<file path="config.mk">
export PLATFORM = sky130hd
export DESIGN_NAME = seg_scan_driver
export DESIGN_NICKNAME = d
export VERILOG_FILES = /design/src/rtl/seg_pkg.sv /design/src/rtl/hex_to_seg7.sv /design/src/rtl/seg_scan_driver.sv
export SDC_FILE = /design/constraint.sdc
export NUM_CORES = 1
export LEC_CHECK = 0
export CELL_PAD_IN_SITES_DETAIL_PLACEMENT = 1
export CELL_PAD_IN_SITES_GLOBAL_PLACEMENT = 1
export CORE_AREA = 2 2 78 136
export DETAILED_ROUTE_END_ITERATION = 12
export DIE_AREA = 0 0 80 138
export GPL_ROUTABILITY_DRIVEN = 0
export PLACE_DENSITY_LB_ADDON = 0.1
export SYNTH_ARGS = -nofsm -noshare
export SYNTH_HDL_FRONTEND = slang
export SYNTH_SLANG_ARGS = --single-unit
</file>
<file path="constraint.sdc">
create_clock -name FPGA_CLK -period 2.08 [get_ports FPGA_CLK]
set_input_delay 0.208 -clock FPGA_CLK [delete_from_list [all_inputs] [get_ports FPGA_CLK]]
set_output_delay 0.208 -clock FPGA_CLK [all_outputs]
set_load 0.01 [all_outputs]
</file>
<file path="src/rtl/seg_pkg.sv">
`default_nettype none
// ============================================================================
//  Package     : seg_pkg
//  Description : Shared constants, scan-state encoding and the hex to
//                active-low seven-segment table used by the scan driver.
//  Contents    : SEG_OFF / EN_OFF blanking constants, scan_state_t,
//                hex_to_seg() lookup function.
//  Revision    : 1.0 - initial release
// ============================================================================
package seg_pkg;

    // All segments dark / all digits disabled (active-low bus).
    localparam logic [6:0] SEG_OFF = 7'h7F;
    localparam logic [3:0] EN_OFF  = 4'hF;

    // Per-slot scan phase: blanking guard, then the driven window.
    typedef enum logic [0:0] {
        GUARD_ST = 1'b0,
        DRIVE_ST = 1'b1
    } scan_state_t;

    // Segment order {a,b,c,d,e,f,g}, active-low.
    function automatic logic [6:0] hex_to_seg(input logic [3:0] hex);
        logic [6:0] seg;
        case (hex)
            4'h0:    seg = 7'h01;
            4'h1:    seg = 7'h4F;
            4'h2:    seg = 7'h12;
            4'h3:    seg = 7'h06;
            4'h4:    seg = 7'h4C;
            4'h5:    seg = 7'h24;
            4'h6:    seg = 7'h20;
            4'h7:    seg = 7'h0F;
            4'h8:    seg = 7'h00;
            4'h9:    seg = 7'h04;
            4'hA:    seg = 7'h08;
            4'hB:    seg = 7'h60;
            4'hC:    seg = 7'h31;
            4'hD:    seg = 7'h42;
            4'hE:    seg = 7'h30;
            default: seg = 7'h38;
        endcase
        return seg;
    endfunction

endpackage
`default_nettype wire

</file>
<file path="src/rtl/hex_to_seg7.sv">
`default_nettype none
// ============================================================================
//  Module      : hex_to_seg7
//  Description : Combinational hex nibble to active-low 7-segment decoder.
//  Ports       : hex  in  4  nibble to display
//                seg  out 7  {a,b,c,d,e,f,g}, active-low
//  Revision    : 1.0 - initial release
// ============================================================================
module hex_to_seg7
    import seg_pkg::*;
(
    input  logic [3:0] hex,
    output logic [6:0] seg
);

    assign seg = hex_to_seg(hex);

endmodule
`default_nettype wire

</file>
<file path="src/rtl/seg_scan_driver.sv">
`default_nettype none
// ============================================================================
//  Module      : seg_scan_driver
//  Description : Time-multiplexed 4-digit seven-segment scanner with
//                anti-ghost guard time, leading-zero blanking, per-digit
//                blinking and per-frame input capture.
//  Ports       : FPGA_CLK   in  1   system clock
//                RST_N      in  1   asynchronous active-low reset
//                digits     in  16  {d3,d2,d1,d0}, d0 rightmost
//                dot_mask   in  4   bit i lights dot of digit i
//                blink_mask in  4   bit i makes digit i blink
//                blank_lz   in  1   blank leading zeros d3..d1
//                segment    out 7   {a..g}, active-low
//                en_seg     out 4   digit enables, active-low
//                dot        out 1   decimal point, active-low
//                frame_tick out 1   pulse after each shadow capture
//  Revision    : 1.0 - initial release
// ============================================================================
module seg_scan_driver
    import seg_pkg::*;
#(
    parameter int SCAN_DIV  = 50000,
    parameter int GUARD     = 500,
    parameter int BLINK_DIV = 12500000
) (
    input  logic        FPGA_CLK,
    input  logic        RST_N,
    input  logic [15:0] digits,
    input  logic [3:0]  dot_mask,
    input  logic [3:0]  blink_mask,
    input  logic        blank_lz,
    output logic [6:0]  segment,
    output logic [3:0]  en_seg,
    output logic        dot,
    output logic        frame_tick
);

    localparam int SLOT_W  = $clog2(SCAN_DIV);
    localparam int BLINK_W = (BLINK_DIV > 1) ? $clog2(BLINK_DIV) : 1;

    logic [SLOT_W-1:0]  slot_cnt;
    logic [1:0]         idx;
    logic [BLINK_W-1:0] blink_cnt;
    logic               blink_phase;

    logic [15:0] sh_digits;
    logic [3:0]  sh_dot_mask;
    logic [3:0]  sh_blink_mask;
    logic        sh_blank_lz;

    scan_state_t state;
    logic        slot_wrap;
    logic        blink_wrap;
    logic        capture;
    logic [3:0]  cur_digit;
    logic [6:0]  cur_seg;
    logic        lead_zero;
    logic        suppress;

    assign slot_wrap  = (slot_cnt == SLOT_W'(SCAN_DIV - 1));
    assign blink_wrap = (blink_cnt == BLINK_W'(BLINK_DIV - 1));
    assign capture    = (idx == 2'd0) && (slot_cnt == '0);

    // State is a pure function of the slot position; the output registers
    // below supply the single cycle of latency.
    assign state = (slot_cnt < SLOT_W'(GUARD)) ? GUARD_ST : DRIVE_ST;

    always_comb begin
        cur_digit = sh_digits[3:0];
        lead_zero = 1'b0;
        case (idx)
            2'd0: begin
                cur_digit = sh_digits[3:0];
                lead_zero = 1'b0;
            end
            2'd1: begin
                cur_digit = sh_digits[7:4];
                lead_zero = (sh_digits[15:4] == 12'h000);
            end
            2'd2: begin
                cur_digit = sh_digits[11:8];
                lead_zero = (sh_digits[15:8] == 8'h00);
            end
            default: begin
                cur_digit = sh_digits[15:12];
                lead_zero = (sh_digits[15:12] == 4'h0);
            end
        endcase
    end

    // The blink term uses the live phase, so a toggle lands mid-slot.
    assign suppress = (sh_blank_lz && lead_zero) || (blink_phase && sh_blink_mask[idx]);

    hex_to_seg7 u_dec (
        .hex (cur_digit),
        .seg (cur_seg)
    );

    // Slot / digit scan counters.
    always_ff @(posedge FPGA_CLK or negedge RST_N) begin
        if (!RST_N) begin
            slot_cnt <= '0;
            idx      <= 2'd0;
        end else if (slot_wrap) begin
            slot_cnt <= '0;
            idx      <= idx + 2'd1;
        end else begin
            slot_cnt <= slot_cnt + SLOT_W'(1);
        end
    end

    // Free-running blink timebase, independent of slot timing.
    always_ff @(posedge FPGA_CLK or negedge RST_N) begin
        if (!RST_N) begin
            blink_cnt   <= '0;
            blink_phase <= 1'b0;
        end else if (blink_wrap) begin
            blink_cnt   <= '0;
            blink_phase <= ~blink_phase;
        end else begin
            blink_cnt   <= blink_cnt + BLINK_W'(1);
        end
    end

    // Frame-boundary shadow capture. The capture cycle is always inside
    // GUARD_ST, so the new shadow is in place before anything is driven.
    always_ff @(posedge FPGA_CLK or negedge RST_N) begin
        if (!RST_N) begin
            sh_digits     <= 16'h0000;
            sh_dot_mask   <= 4'h0;
            sh_blink_mask <= 4'h0;
            sh_blank_lz   <= 1'b0;
            frame_tick    <= 1'b0;
        end else begin
            frame_tick <= capture;
            if (capture) begin
                sh_digits     <= digits;
                sh_dot_mask   <= dot_mask;
                sh_blink_mask <= blink_mask;
                sh_blank_lz   <= blank_lz;
            end
        end
    end

    // Registered display outputs.
    always_ff @(posedge FPGA_CLK or negedge RST_N) begin
        if (!RST_N) begin
            en_seg  <= EN_OFF;
            segment <= SEG_OFF;
            dot     <= 1'b1;
        end else if ((state == DRIVE_ST) && !suppress) begin
            en_seg  <= ~(4'b0001 << idx);
            segment <= cur_seg;
            dot     <= ~sh_dot_mask[idx];
        end else begin
            en_seg  <= EN_OFF;
            segment <= SEG_OFF;
            dot     <= 1'b1;
        end
    end

endmodule
`default_nettype wire
</file>
==> results.json <==
{
  "max_freq_ghz": 0.458,
  "endpoint_kind": "flip-flop",
  "place.port_buffers": 39,
  "syn-cell-area_um2": 3890,
  "cap_viol_max_count": 0,
  "ys_ff_latch": 81,
  "dr.first_iter.drc_count": 109,
  "route.vias.total": 2922,
  "clock_latency_ns": 0.34,
  "yosys.area.top_type": "dfrtp_1",
  "die_x_um": 80,
  "synthMuxAreaShare": 0.0892,
  "io_pins": 40,
  "crit_chain": "or4_4 -> or4_4 -> nor2_4 -> buf_12 -> mux2_2",
  "finalSetupViolCount": 26,
  "synth-compound-area-share": 0.0663,
  "path_class": "flip-flop to flip-flop",
  "finalCriticalPeriod_ns": 2.18,
  "slowest_stage": "or4_4",
  "core.rowCount": 49,
  "synth_top_cell_area_share": 0.444,
  "final_layout_size_suffix_gt1_frac": 0.296,
  "crit_fanout": 20,
  "dr.pass1.iters": 4,
  "synth_warnings": 0,
  "place_inst": 534,
  "dieHeight_um": 138,
  "final_cells": 566,
  "hold_path.class": "primary input to async pin",
  "power_uw": 3410,
  "synth_flop_cell": "dfrtp_1",
  "start_util": 0.387,
  "vdd_ir_drop_max_v": 0.000466,
  "clock-sinks": 81,
  "grt_usage": 0.187,
  "fin_ws_ns": -0.103,
  "path_clk_slew_ns": 0.06,
  "synth_fa_ha_area_frac": 0.0451,
  "dp_hpwl_um": 6940,
  "grt_start_max_net_pins": 38,
  "status": "finished with violations",
  "wl_um": 10100,
  "post_drt_wl_per_cell_um": 17.8,
  "die_area_um2": 11000,
  "seq_area_frac_synth": 0.525,
  "antenna_found_initial": 0,
  "cts_made_buffers": 9,
  "grt_pass1_vias": 3252,
  "cts_max_path_buffers": 2,
  "power_leakage_uw": 0.00225,
  "synthSimpleGateAreaFrac": 0.160,
  "fillCellCount": 1085,
  "critPathMostFrequentCell": "or4_4",
  "async_flop_share": 1.00,
  "synth_cell_types": 43,
  "relSlewSlack": 0.659,
  "crit_arrival_ns": 2.41,
  "finalClockSkew_ns": 0.00601,
  "fin_nets": 475,
  "period_share": 1.05,
  "grt-ovfl-total": 0,
  "clock-root-buffer": "clkbuf_16",
  "worst_pin_slew_ns": 0.508,
  "path_buf_inv": 1,
  "fp.coreArea_um2": 10100,
  "grt_pass1_wl_um": 16100,
  "drtAntennaViolNets": 0,
  "rsz0062_at_grt": "yes",
  "cts_tree": "built",
  "syn_area_per_cell_um2": 11.3,
  "synth-edff-count": 0,
  "synth_cells": 345,
  "worst_ep_required_time_ns": 2.30,
  "n_antenna_cell": 0,
  "route.detailed.drc": 0,
  "via_per_inst": 5.16,
  "synth_xor_area_frac": 0.0743,
  "syn_to_final_growth_pct": 35.5,
  "syn-num-nets": 386,
  "finalMaxSlewViolations": 0,
  "synthTopCellsByArea": "dfrtp_1, dfstp_2, mux2_2",
  "crit_family": "simple AND/OR/NAND/NOR gates",
  "synth_top_family_by_area": "simple AND/OR/NAND/NOR gates",
  "cp-start-kind": "flip-flop",
  "violations": "setup timing",
  "htree_num_levels": 3,
  "powerDensity_nw_per_um2": 648,
  "max_stage_delay_ns": 0.52,
  "hold_viol_final": 0
}
final timing paths:
kind	to	cells past startpoint	from	slack, ns
worst max-delay path	sh_digits[1]$_DFFE_PN0P_	5	slot_cnt[11]$_DFF_PN0_	-0.10
min in group FPGA_CLK	blink_phase$_DFFE_PN0N_	1	blink_phase$_DFFE_PN0N_	0.47
worst min-delay path	blink_cnt[23]$_DFF_PN0_	2	RST_N	0.38
max in group asynchronous	slot_cnt[11]$_DFF_PN0_	3	RST_N	1.07
worst min register to register	blink_phase$_DFFE_PN0N_	1	blink_phase$_DFFE_PN0N_	0.47
worst max register to register	sh_digits[1]$_DFFE_PN0P_	5	slot_cnt[11]$_DFF_PN0_	-0.10
state kept, by name, indices dropped and copies added (netlist names):
name and count:
dot 1, sh_blink_mask 4, slot_cnt 16, sh_dot_mask 4, idx 2, blink_cnt 24, blink_phase 1, segment 7
frame_tick 1, en_seg 4, sh_digits 16, sh_blank_lz 1
final cells by class:
class                      instances  area (um2)  share of cell area
sequential                        81        2040               0.388
multi-input combinational        232        1890               0.359
timing repair buffer              89         806               0.153
clock buffer                      13         250              0.0475
tap                              127         159              0.0302
inverter                          21        78.8              0.0150
clock inverter                     3        40.0             0.00760
worst register-to-register path, stage by stage (launching register included):
cell	delay, ns
dfrtp_1	0.39
or4_4	0.52
or4_4	0.47
nor2_4	0.15
buf_12	0.18
mux2_2	0.36
cell families after synthesis:
logic type               after synthesis
multiplexers                          29
AO/OA/AOI/OAI                         40
buffers and inverters                 32
AND/OR/NAND/NOR                      116
XOR/XNOR                              33
adder cells (fa/ha/maj)               14
flip-flops                            81
power breakdown:
| part | internal (uW) | switching [uW] | total, uW | leakage [uW] |
|---|---|---|---|---|
| sequential | 1600 | 19.3 | 1620 | 0.00100 |
| combinational | 119 | 103 | 222 | 0.00110 |
| clock | 960 | 609 | 1570 | 0.000144 |
| total | 2680 | 731 | 3410 | 0.00225 |
metrics by stage:
stage | area (um2) | setup WS (ns) | util | setup TNS (ns) | hold WS, ns
detailed placement | 4640 | -0.118 | 0.461 | -2.43 | 0.211
global route | 5270 | -0.173 | 0.524 | -3.06 | 0.433
global placement | 4640 | -0.0941 | 0.461 | -1.76 | 0.203
CTS | 4990 | -0.0886 | 0.497 | -1.54 | 0.396
floorplan | 3890 | -0.0486 | - | -1.02 | -0.0876
finish | 5270 | -0.103 | 0.524 | -1.56 | 0.381
synth_stat cells, types with 2 or more instances:
cell,n
nand3_1,14
mux2_2,21
and4_1,4
inv_1,21
o221ai_1,5
mux4_2,2
xnor2_1,20
dfstp_2,12
and3_1,3
nand2_1,24
a222oi_1,3
mux2i_1,5
a21oi_1,10
nand2b_1,3
buf_8,2
nor4_1,10
xor2_1,13
a22o_1,2
nor4b_1,2
nand4_1,9
clkbuf_1,7
o21ai_0,14
or3_1,6
ha_1,14
nor3_1,6
dfrtp_1,69
nor2_1,26
nor2b_1,3
layout by cell type, fill, tap and decap left out, drive strengths merged, types with 2 or more instances in the layout:
cell,netlist,final
dfstp,12,12
o221ai,5,5
a21oi,10,10
xnor2,20,20
clkbuf,8,13
or4,2,2
nor4,11,11
o21ai,14,14
nor2b,3,3
nand2,24,24
nand2b,3,3
or3,6,6
dfrtp,69,69
mux4,2,2
nor4b,2,2
clkdlybuf4s50,0,38
a222oi,3,3
mux2i,5,5
nor2,27,27
a22o,2,2
nand4,9,9
ha,14,14
nand3,14,14
inv,21,21
nor3,6,6
and3,3,3
buf,3,50
xor2,13,13
mux2,22,22
and4,4,4
clkinv,0,2
routing by layer:
layer / global-route usage / vias up / wire length [um]
met3: 0.0320 / 11 / 210
met2: 0.353 / 34 / 5880
met5: 0 / - / 0
met1: 0.205 / 1488 / 3840
li1: - / 1389 / -
met4: 0.0589 / 0 / 136
what timing repair did:
item                                   CTS  global route
setup endpoints to repair               42            42
pin swaps                                3            14
hold buffers                             1             0
cloned                                   0             1
resized for setup                       10            42
setup buffers                            4            10
endpoints found under the hold margin   23             0
Power figures use the tool's default switching activity.
